<file path="src/rtl/streambuf_pkg.sv">
// Shared definitions for the stream output buffers: geometry helpers and lane-slice widths.
package streambuf_pkg;

  localparam int LANE_DATA_WIDTH = 32'sd4;
  localparam int LANE_COUNT      = 32'sd2;
  localparam int LANE_BUS_WIDTH  = LANE_DATA_WIDTH * LANE_COUNT;

  function automatic int clog2(input int n);
    int r;
    int v;
    r = 32'sd0;
    v = 32'sd1;
    while (v < n) begin
      v = v * 32'sd2;
      r = r + 32'sd1;
    end
    return r;
  endfunction

  function automatic int depth_of(input int addr_width);
    return 32'sd1 << addr_width;
  endfunction

  function automatic int beats_of(input int addr_width, input int lanes);
    return depth_of(addr_width) / lanes;
  endfunction

  // Pointer width for n states, never narrower than one bit
  function automatic int ptr_width(input int n);
    return (clog2(n) < 32'sd1) ? 32'sd1 : clog2(n);
  endfunction

endpackage

</file>
<file path="src/rtl/streambuf_bank.sv">
// One DEPTH-word storage bank: LANES-wide beat write port and a one-word combinational read port.
module streambuf_bank
  import streambuf_pkg::*;
#(
  parameter int DATA_WIDTH = LANE_DATA_WIDTH,
  parameter int ADDR_WIDTH = 2,
  parameter int LANES      = LANE_COUNT,
  parameter int BEAT_W     = 1
) (
  input  logic                        clk,
  input  logic                        rst,
  input  logic                        we,
  input  logic [BEAT_W-1:0]           beat_addr,
  input  logic [LANES*DATA_WIDTH-1:0] wdata,
  input  logic [ADDR_WIDTH-1:0]       raddr,
  output logic [DATA_WIDTH-1:0]       rdata
);

  localparam int DEPTH = depth_of(ADDR_WIDTH);

  logic [DATA_WIDTH-1:0] mem_r [DEPTH];
  logic [ADDR_WIDTH-1:0] base_s;

  // First word address covered by the addressed beat
  always_comb begin
    base_s = ADDR_WIDTH'(beat_addr) * ADDR_WIDTH'(LANES);
  end

  // Storage write, cleared only by the hard reset
  always_ff @(posedge clk or negedge rst) begin
    if (!rst) begin
      for (int i = 32'sd0; i < DEPTH; i++) begin
        mem_r[i] <= '0;
      end
    end else if (we) begin
      for (int k = 32'sd0; k < LANES; k++) begin
        mem_r[base_s + ADDR_WIDTH'(k)] <= wdata[k*DATA_WIDTH +: DATA_WIDTH];
      end
    end
  end

  assign rdata = mem_r[raddr];

endmodule

</file>
<file path="src/rtl/streambuf_out_pp.sv">
// Ping-pong output stream buffer: one bank fills by LANES-word beats while the other drains word by word.
// Optional STREAMBUF_OUT_PP_BLKCNT_EN adds blk_cnt, a wrapping count of fully drained blocks.
module streambuf_out_pp
  import streambuf_pkg::*;
#(
  parameter int DATA_WIDTH = LANE_DATA_WIDTH,
  parameter int ADDR_WIDTH = 2,
  parameter int LANES      = LANE_COUNT
) (
  input  logic                        clk,
  input  logic                        rst,
  input  logic                        flush,
  input  logic                        in_valid,
  output logic                        in_ready,
  input  logic [LANES*DATA_WIDTH-1:0] in_data,
  output logic                        out_valid,
  input  logic                        out_ready,
  output logic [DATA_WIDTH-1:0]       out_data,
  output logic                        out_last
`ifdef STREAMBUF_OUT_PP_BLKCNT_EN
  ,
  output logic [15:0]                 blk_cnt
`endif
);

  localparam int DEPTH = depth_of(ADDR_WIDTH);
  localparam int BEATS = beats_of(ADDR_WIDTH, LANES);
  localparam int WP_W  = ptr_width(BEATS);

  logic [1:0]            full_r, full_nxt_s;
  logic                  wr_bank_r, wr_bank_nxt_s;
  logic                  rd_bank_r, rd_bank_nxt_s;
  logic [WP_W-1:0]       wr_ptr_r, wr_ptr_nxt_s;
  logic [ADDR_WIDTH-1:0] rd_ptr_r, rd_ptr_nxt_s;
  logic                  wr_fire_s, rd_fire_s, wr_done_s, rd_done_s;
  logic [1:0]            bank_we_s;
  logic [DATA_WIDTH-1:0] rdata_s [2];

  assign in_ready  = ~full_r[wr_bank_r];
  assign out_valid = full_r[rd_bank_r];
  assign out_data  = rdata_s[rd_bank_r];
  assign out_last  = out_valid & (rd_ptr_r == ADDR_WIDTH'(DEPTH - 1));

  assign wr_fire_s = in_valid & in_ready;
  assign rd_fire_s = out_valid & out_ready;
  assign wr_done_s = wr_fire_s & (wr_ptr_r == WP_W'(BEATS - 1));
  assign rd_done_s = rd_fire_s & (rd_ptr_r == ADDR_WIDTH'(DEPTH - 1));

  // A flushing cycle must not disturb stored words either
  assign bank_we_s[0] = wr_fire_s & ~flush & ~wr_bank_r;
  assign bank_we_s[1] = wr_fire_s & ~flush &  wr_bank_r;

  for (genvar b = 0; b < 2; b++) begin : g_bank
    streambuf_bank #(
      .DATA_WIDTH (DATA_WIDTH),
      .ADDR_WIDTH (ADDR_WIDTH),
      .LANES      (LANES),
      .BEAT_W     (WP_W)
    ) u_bank (
      .clk       (clk),
      .rst       (rst),
      .we        (bank_we_s[b]),
      .beat_addr (wr_ptr_r),
      .wdata     (in_data),
      .raddr     (rd_ptr_r),
      .rdata     (rdata_s[b])
    );
  end

  // Next-state for flags, bank selects and pointers; flush overrides both handshakes
  always_comb begin
    full_nxt_s    = full_r;
    wr_bank_nxt_s = wr_bank_r;
    rd_bank_nxt_s = rd_bank_r;
    wr_ptr_nxt_s  = wr_ptr_r;
    rd_ptr_nxt_s  = rd_ptr_r;
    if (flush) begin
      full_nxt_s    = 2'b00;
      wr_bank_nxt_s = 1'b0;
      rd_bank_nxt_s = 1'b0;
      wr_ptr_nxt_s  = '0;
      rd_ptr_nxt_s  = '0;
    end else begin
      if (wr_done_s) begin
        full_nxt_s[wr_bank_r] = 1'b1;
        wr_bank_nxt_s         = ~wr_bank_r;
        wr_ptr_nxt_s          = '0;
      end else if (wr_fire_s) begin
        wr_ptr_nxt_s = wr_ptr_r + WP_W'(1);
      end else begin
        wr_ptr_nxt_s = wr_ptr_r;
      end
      // Completing and draining banks always differ, so both flag updates may land together
      if (rd_done_s) begin
        full_nxt_s[rd_bank_r] = 1'b0;
        rd_bank_nxt_s         = ~rd_bank_r;
        rd_ptr_nxt_s          = '0;
      end else if (rd_fire_s) begin
        rd_ptr_nxt_s = rd_ptr_r + ADDR_WIDTH'(1);
      end else begin
        rd_ptr_nxt_s = rd_ptr_r;
      end
    end
  end

  // Control state register
  always_ff @(posedge clk or negedge rst) begin
    if (!rst) begin
      full_r    <= 2'b00;
      wr_bank_r <= 1'b0;
      rd_bank_r <= 1'b0;
      wr_ptr_r  <= '0;
      rd_ptr_r  <= '0;
    end else begin
      full_r    <= full_nxt_s;
      wr_bank_r <= wr_bank_nxt_s;
      rd_bank_r <= rd_bank_nxt_s;
      wr_ptr_r  <= wr_ptr_nxt_s;
      rd_ptr_r  <= rd_ptr_nxt_s;
    end
  end

`ifdef STREAMBUF_OUT_PP_BLKCNT_EN
  logic [15:0] blk_cnt_r;

  // Drained-block counter, wraps naturally at 16 bits
  always_ff @(posedge clk or negedge rst) begin
    if (!rst) begin
      blk_cnt_r <= 16'd0;
    end else if (flush) begin
      blk_cnt_r <= 16'd0;
    end else if (rd_done_s) begin
      blk_cnt_r <= blk_cnt_r + 16'd1;
    end
  end

  assign blk_cnt = blk_cnt_r;
`endif

endmodule

</file>
<file path="config.mk">
export PLATFORM = sky130hd
export DESIGN_NAME = streambuf_out_pp
export DESIGN_NICKNAME = d
export VERILOG_FILES = /design/src/rtl/streambuf_pkg.sv /design/src/rtl/streambuf_bank.sv /design/src/rtl/streambuf_out_pp.sv
export SDC_FILE = /design/constraint.sdc
export NUM_CORES = 1
export LEC_CHECK = 0
export BUFFER_PORTS_ARGS = -buffer_cell sky130_fd_sc_hd__buf_2
export CELL_PAD_IN_SITES_DETAIL_PLACEMENT = 0
export CELL_PAD_IN_SITES_GLOBAL_PLACEMENT = 2
export CORE_MARGIN = 3
export CORE_UTILIZATION = 44
export DETAILED_ROUTE_END_ITERATION = 10
export GPL_TIMING_DRIVEN = 1
export PLACE_DENSITY_LB_ADDON = 0.08
export SYNTH_ARGS = -nofsm -noshare
export SYNTH_HDL_FRONTEND = slang
export SYNTH_SLANG_ARGS = --single-unit
</file>
<file path="constraint.sdc">
create_clock -name clk -period 2.54 [get_ports clk]
set_input_delay 0.127 -clock clk [delete_from_list [all_inputs] [get_ports clk]]
set_output_delay 0.127 -clock clk [all_outputs]
set_load 0.02 [all_outputs]
</file>
==> results of run 1 <==
worst max-delay path: cells and delay by family (launching register included):
family,cells,cell delay [ns]
mux,2,0.84
flops,1,0.72
buf+inv,1,0.16
power breakdown:
group | switching [uW] | internal (uW) | total [uW]
logic | 127 | 207 | 334
registers | 84.4 | 770 | 854
clock network | 201 | 193 | 393
metal layers:
layer	wire, um	global-route usage (%)
met5	0	0
met3	153	4.07
met2	1640	22.7
met4	72	6.47
met1	1700	22.7
final cells by class:
cell class	count	area [um2]	area share (%)
clock buffers	7	76.3	3.64
clock inverters	1	5.00	0.239
inverters	2	7.51	0.358
multi-input cells	82	858	40.9
flip-flops and latches	39	976	46.5
well taps	50	62.6	2.98
repair buffers	21	113	5.37
sequential cells by signal, indices dropped and copies added (netlist names):
signal / cells
g_bank.u_bank.mem_r: 32
full_r: 2
rd_ptr_r: 2
rd_bank_r: 1
wr_bank_r: 1
wr_ptr_r: 1
stage by stage:
stage               utilization [%]  std cells
floorplan                         -        131
global placement               49.5        193
detailed placement             49.5        193
CTS                            51.7        202
global route                   51.7        202
finish                         51.7        202
cells in the mapped netlist, drive strengths merged, types with 2 or more instances:
library cell and number:
dfrtp 39, mux2 32, mux4 8, a21oi 6, buf 6, nand3 6, a21bo 4, nand2 4
o21ai 4, clkbuf 2, inv 2, mux2i 2, nand2b 2, nor2 2, nor4b 2
logic make-up after synthesis:
family / Yosys count / share of synthesized area [%]
AOI/OAI and AO/OA: 17 / 6.10
buffers and inverters: 10 / 2.85
DFF: 39 / 51.7
muxes: 42 / 29.7
and+or+nand+nor: 22 / 9.01
adders and majority gates: 1 / 0.663
worst paths after layout:
check | startpoint | end | slack, ns | depth (start not counted)
max | rd_ptr_r[0] | out_data[2] | 0.41 | 3
min | in_data[2] | g_bank[0].u_bank.mem_r[14] | 0.11 | 2
max reg2reg | wr_bank_r | g_bank[0].u_bank.mem_r[9] | 0.73 | 4
min reg2reg | g_bank[0].u_bank.mem_r[12] | g_bank[0].u_bank.mem_r[12] | 0.49 | 1
max in group asynchronous | rst | g_bank[0].u_bank.mem_r[7] | 1.51 | 2
min in group asynchronous | rst | wr_bank_r | 0.48 | 2
cell usage in the layout, fill, tap and decap left out:
| master | netlist | routed |
|---|---|---|
| a21bo_2 | 4 | 4 |
| a21oi_1 | 6 | 6 |
| a31o_2 | 1 | 1 |
| a31oi_1 | 1 | 1 |
| a41o_1 | 1 | 1 |
| and2_1 | 1 | 1 |
| and2b_1 | 1 | 1 |
| buf_2 | 4 | 19 |
| buf_4 | 1 | 1 |
| clkbuf_1 | 2 | 2 |
| clkbuf_8 | 0 | 5 |
| clkinv_2 | 0 | 1 |
| dfrtp_1 | 39 | 39 |
| dlygate4sd3_1 | 0 | 1 |
| ha_1 | 1 | 1 |
| inv_1 | 2 | 2 |
| mux2_1 | 8 | 8 |
| mux2_2 | 24 | 24 |
| mux2i_1 | 2 | 2 |
| mux4_2 | 8 | 8 |
| nand2_1 | 3 | 3 |
| nand2_2 | 1 | 1 |
| nand2b_1 | 1 | 1 |
| nand2b_4 | 1 | 1 |
| nand3_1 | 6 | 6 |
| nand4b_1 | 1 | 1 |
| nand4bb_1 | 1 | 1 |
| nor2_1 | 2 | 2 |
| nor4b_4 | 2 | 2 |
| o21ai_0 | 4 | 4 |
| or3_1 | 1 | 1 |
| or4_1 | 1 | 1 |
==> impl_metrics.json, run 1 <==
{
  "power_uw": 1580,
  "ir_worst_vdd_uv": 401,
  "holdWs_ns": 0.107,
  "slew_viol_final": 0,
  "io_pins": 20,
  "skew_ns": 0.00381,
  "fmax_mhz": 470,
  "period_share_pct": 83.7,
  "overflow": 0,
  "final-hold-violation-count": 0,
  "post_cts_resize_count": 0,
  "grt_first_pass_wirelength_um": 6170,
  "min_period_ns": 2.13,
  "yosysTopAreaCell": "dfrtp_1",
  "hold_buffers": 1,
  "cp.required_ns": 2.41,
  "critPathLaunchType": "register",
  "fillers": 349,
  "clockBufferDepth": 2,
  "clkSlewWorstSetupHoldPaths_ns": 0.07,
  "powerDensity_mw_per_mm2": 754,
  "die_x_um": 71.5,
  "ys_top_cells_by_area": "dfrtp_1, mux2_2, mux4_2, mux2_1, nor4b_4",
  "path_max_fanout": 11,
  "synth.yosys.seq_area_share_pct": 51.7,
  "tritoncts": "done",
  "via_count": 1127,
  "wl_um": 3570,
  "insertion_delay_ns": 0.28,
  "power_leakage_uw": 0.000929,
  "min_path_type": "in -> reg",
  "setup_ws_ns": 0.413,
  "drtIter0Drc": 94,
  "place_hpwl_um": 2420,
  "numCtsBuffers": 5,
  "dieArea_mm2": 0.00511,
  "dp_slack_ns": 0.661,
  "synth_nets": 145,
  "slowest_stage": "dfrtp_1",
  "drive_above_1_share_pct": 44.1,
  "yosysWarnings": 0,
  "crit_type": "reg -> out",
  "placed_area_mm2": 0.00201,
  "synth_edf_count": 0,
  "antenna_found_initial": 0,
  "syn_inst": 131,
  "placementRows": 23,
  "start_util_pct": 46.5,
  "setup_viol_count_final": 0,
  "maxSlewHeadroom_pct": 43.1,
  "syn_area_mm2": 0.00189,
  "core_mm2": 0.00406,
  "grtUsageTotal_pct": 15.7,
  "design_area_mm2": 0.00210,
  "synth-seq-cells": 39,
  "layout.nets": 165,
  "maxCapViolCount": 0,
  "cts.sinks": 39,
  "grt_max_degree": 40,
  "first_pass_iters": 4,
  "finalSetupTns_ns": 0,
  "ys.flop_type": "dfrtp_1",
  "critPathArrivalTime_ns": 2.00,
  "avgViaCountPerCell": 5.58,
  "netlist.area_leader.share_pct": 51.7,
  "slowest_delay_ns": 0.72,
  "htreeDepth": 2,
  "tightest_slew_ns": 0.854,
  "rsz0062_at_grt": "false",
  "clock-root-buffer": "clkbuf_8",
  "status": "complete, no violations",
  "routabilityCongestion": 0.724,
  "end_kind": "output port",
  "yosys.cell_types.count": 30,
  "synthArstFlopShare_pct": 100,
  "drcViolationCount": 0,
  "crit_chain": "mux4_2, mux2_2, buf_2",
  "area_growth_pct": 11.1,
  "cts_setup_buffers": 0,
  "ant_nets": 0,
  "grt_pass1_vias": 1226,
  "antenna_cells": 0,
  "post_drt_wl_per_cell_um": 17.7,
  "port_buffers": 19,
  "avgSynthCellArea_um2": 14.4,
  "die_h_um": 71.5
}
No activity file was read; power rests on OpenSTA's default activity.
==> inputs of run 2 (changes only) <==
--- a/config.mk
+++ b/config.mk
@@ -5,11 +5,12 @@
 export SDC_FILE = /design/constraint.sdc
 export NUM_CORES = 1
 export LEC_CHECK = 0
+export ABC_AREA = 1
 export BUFFER_PORTS_ARGS = -buffer_cell sky130_fd_sc_hd__buf_2
 export CELL_PAD_IN_SITES_DETAIL_PLACEMENT = 0
 export CELL_PAD_IN_SITES_GLOBAL_PLACEMENT = 2
 export CORE_MARGIN = 3
-export CORE_UTILIZATION = 44
+export CORE_UTILIZATION = 31
 export DETAILED_ROUTE_END_ITERATION = 10
 export GPL_TIMING_DRIVEN = 1
 export PLACE_DENSITY_LB_ADDON = 0.08
==> constraint.sdc (replaced) <==
create_clock -name clk -period 1.73 [get_ports clk]
set_input_delay 0.0865 -clock clk [delete_from_list [all_inputs] [get_ports clk]]
set_output_delay 0.0865 -clock clk [all_outputs]
set_load 0.02 [all_outputs]
==> run 2 against run 1 <==
Net effect:
- global-route usage is 0.64 points higher
- die area is 42% higher
- non-clock buffer count is 12 higher
- critical path depth is 5 higher
- first-iteration DRC count is 23% lower
- power is 72% higher
- combinational power is 92% higher
- clock-buffer cell count is 1 lower
- clock power is 100% higher
- largest cell class unchanged
==> impl_metrics.json, run 2 <==
{
  "status": "complete, no violations",
  "insertion_delay_ns": 0.29,
  "power_leakage_uw": 0.00120,
  "layoutNonFillerInstCount": 351,
  "path_max_fanout": 11,
  "grt_first_pass_wirelength_um": 9140,
  "overflow": 0,
  "synth_edf_count": 0,
  "die_h_um": 85.1,
  "power_frac_seq_pct": 46.8,
  "min_path_type": "in -> reg",
  "yosysWarnings": 0,
  "ant_nets": 0,
  "drive_above_1_share_pct": 22.8,
  "final_cell_mix": "nand2_1, dfrtp_1, nor2_1",
  "area_growth_pct": 19.4,
  "port_buffers": 19,
  "netlist.area_leader.share_pct": 50.4,
  "yosys.cell_types.count": 20,
  "via_count": 1667,
  "drcViolationCount": 0,
  "wl_um": 5450,
  "place_hpwl_um": 3950,
  "end_kind": "output port",
  "antenna_found_initial": 0,
  "critPathLaunchType": "register",
  "dieArea_mm2": 0.00724,
  "slew_viol_final": 0,
  "period_share_pct": 94.0,
  "yosysTopAreaCell": "dfrtp_1",
  "dp.cells": 342,
  "ys_top_cells_by_area": "dfrtp_1, nand2_1, o21ai_0, nor2_1, o21ai_2",
  "clockBufferDepth": 2,
  "grt_util_met2_pct": 27.7,
  "fmax_mhz": 615,
  "layout.nets": 289,
  "syn_area_mm2": 0.00194,
  "layout_commonest_cell": "nand2_1",
  "maxCapViolCount": 0,
  "r2r_start": "wr_bank_r",
  "die_x_um": 85.1,
  "start_util_pct": 32.4,
  "setup_viol_count_final": 0,
  "synth_common_cells": "nand2_1, dfrtp_1, nor2_1",
  "htreeDepth": 2,
  "grt_max_degree": 22,
  "rsz0062_at_grt": "false",
  "largest_reg_flops": 32,
  "io_pins": 20,
  "worstHoldStart": "flush",
  "critPathArrivalTime_ns": 1.54,
  "cp.required_ns": 1.64,
  "holdWs_ns": 0.0113,
  "grtUsageMet1_pct": 21.5,
  "placementRows": 28,
  "critPathLaunch": "rd_ptr_r[0]",
  "pwr-share-clk_pct": 29.6,
  "antenna_cells": 0,
  "drtIter0Drc": 72,
  "finalSetupTns_ns": 0,
  "grtUsageTotal_pct": 16.4,
  "ir_worst_vdd_uv": 461,
  "p_switching_uw": 857,
  "min_period_ns": 1.63,
  "skew_ns": 0.00260,
  "synthArstFlopShare_pct": 100,
  "synth_nets": 257,
  "cts_setup_buffers": 0,
  "power_frac_comb_pct": 23.6,
  "yosysMostFrequentCell": "nand2_1",
  "synth-seq-cells": 39,
  "powerDensity_mw_per_mm2": 1170,
  "routabilityCongestion": 0.761,
  "syn_inst": 243,
  "p_int_uw": 1860,
  "numCtsBuffers": 5,
  "switching_share_pct": 31.5,
  "reg_top3": "g_bank.u_bank.mem_r x32, full_r x2, rd_ptr_r x2",
  "clkSlewWorstSetupHoldPaths_ns": 0.08,
  "maxSlewHeadroom_pct": 64.3,
  "grt_pass1_vias": 1817,
  "avgSynthCellArea_um2": 7.98,
  "final-hold-violation-count": 0,
  "clock-root-buffer": "clkbuf_8",
  "tightest_slew_ns": 0.535,
  "post_drt_wl_per_cell_um": 15.5,
  "tritoncts": "done",
  "core_mm2": 0.00599,
  "ys.flop_type": "dfrtp_1",
  "first_pass_iters": 4,
  "top_usage_layer": "met2",
  "cts.sinks": 39,
  "crit_type": "reg -> out",
  "regMostFlops": "g_bank.u_bank.mem_r",
  "synth.yosys.seq_area_share_pct": 50.4,
  "met3_usage_pct": 3.20,
  "avgViaCountPerCell": 4.75
}
[run 2: cell types whose count changed after synthesis, sizes merged, moves of 8 or more]
| cell | delta |
|---|---|
| nand2 | +70 |
| o21ai | +40 |
| nor2 | +34 |
| mux2 | -32 |
| inv | +15 |
| nand3 | +9 |
| mux4 | -8 |
[run 2: worst paths after layout]
| kind | cells past startpoint | slack (ns) | end |
|---|---|---|---|
| max | 8 | 0.10 | out_data[2] |
| min | 2 | 0.01 | rd_ptr_r[1] |
| max reg2reg | 7 | 0.23 | g_bank[0].u_bank.mem_r[10] |
| min reg2reg | 2 | 0.47 | g_bank[1].u_bank.mem_r[4] |
| max in group asynchronous | 3 | 0.88 | g_bank[0].u_bank.mem_r[5] |
| min in group asynchronous | 2 | 0.30 | rd_ptr_r[1] |
[run 2: power groups by stage]
stage	Clock (uW)	Sequential, uW	Combinational [uW]
5_1_grt	862	1300	749
4_1_cts	823	1270	650
3_3_place_gp	0	1280	643
6_report	805	1270	640
2_1_floorplan	0	1250	458
3_5_place_dp	0	1290	646
[run 2: final cells by class]
class,instances,area [um2]
Clock inverter,2,35.0
Multi-Input combinational cell,179,852
Fill cell,655,3680
Inverter,17,63.8
Clock buffer,6,82.6
Tap cell,75,93.8
Sequential cell,39,976
Timing Repair Buffer,33,210
[run 2: kinds of logic after synthesis]
logic type / after synthesis / synth area share [%]
compound gates: 47 / 14.5
buf+inv: 25 / 5.68
simple gates: 131 / 28.9
flops: 39 / 50.4
fa+ha+maj: 1 / 0.645
[run 2: critical path, cell delays in order, from the launching register on]
cell	delay (ns)
dfrtp_1	0.41
buf_4	0.19
nor2_1	0.16
nor2_1	0.05
o21ai_0	0.06
o21ai_0	0.11
nand2_1	0.07
nand2_1	0.04
buf_2	0.15
[run 2: repair_timing]
| item | in CTS | in global routing |
|---|---|---|
| endpoints found under the hold margin | 19 | 0 |
| resized for setup | 0 | 8 |
| hold buffers | 1 | 0 |
| endpoints found under the setup margin | 0 | 3 |
[run 2: per-stage QoR]
step,area [um2],total power [uW],worst slack (ns),utilization (%)
finish,2310,2720,0.104,38.6
global route,2310,2920,0.000575,38.6
CTS,2310,2740,0.00567,38.5
detailed placement,2180,1930,0.235,36.4
global placement,2180,1930,0.265,36.4
floorplan,1940,1710,0.310,-
[run 2: routing by layer]
metal | vias up | share of wire, %
li1 | 845 | -
met1 | 788 | 47
met2 | 28 | 48
met3 | 6 | 3.2
met4 | 0 | 1.4
met5 | - | 0
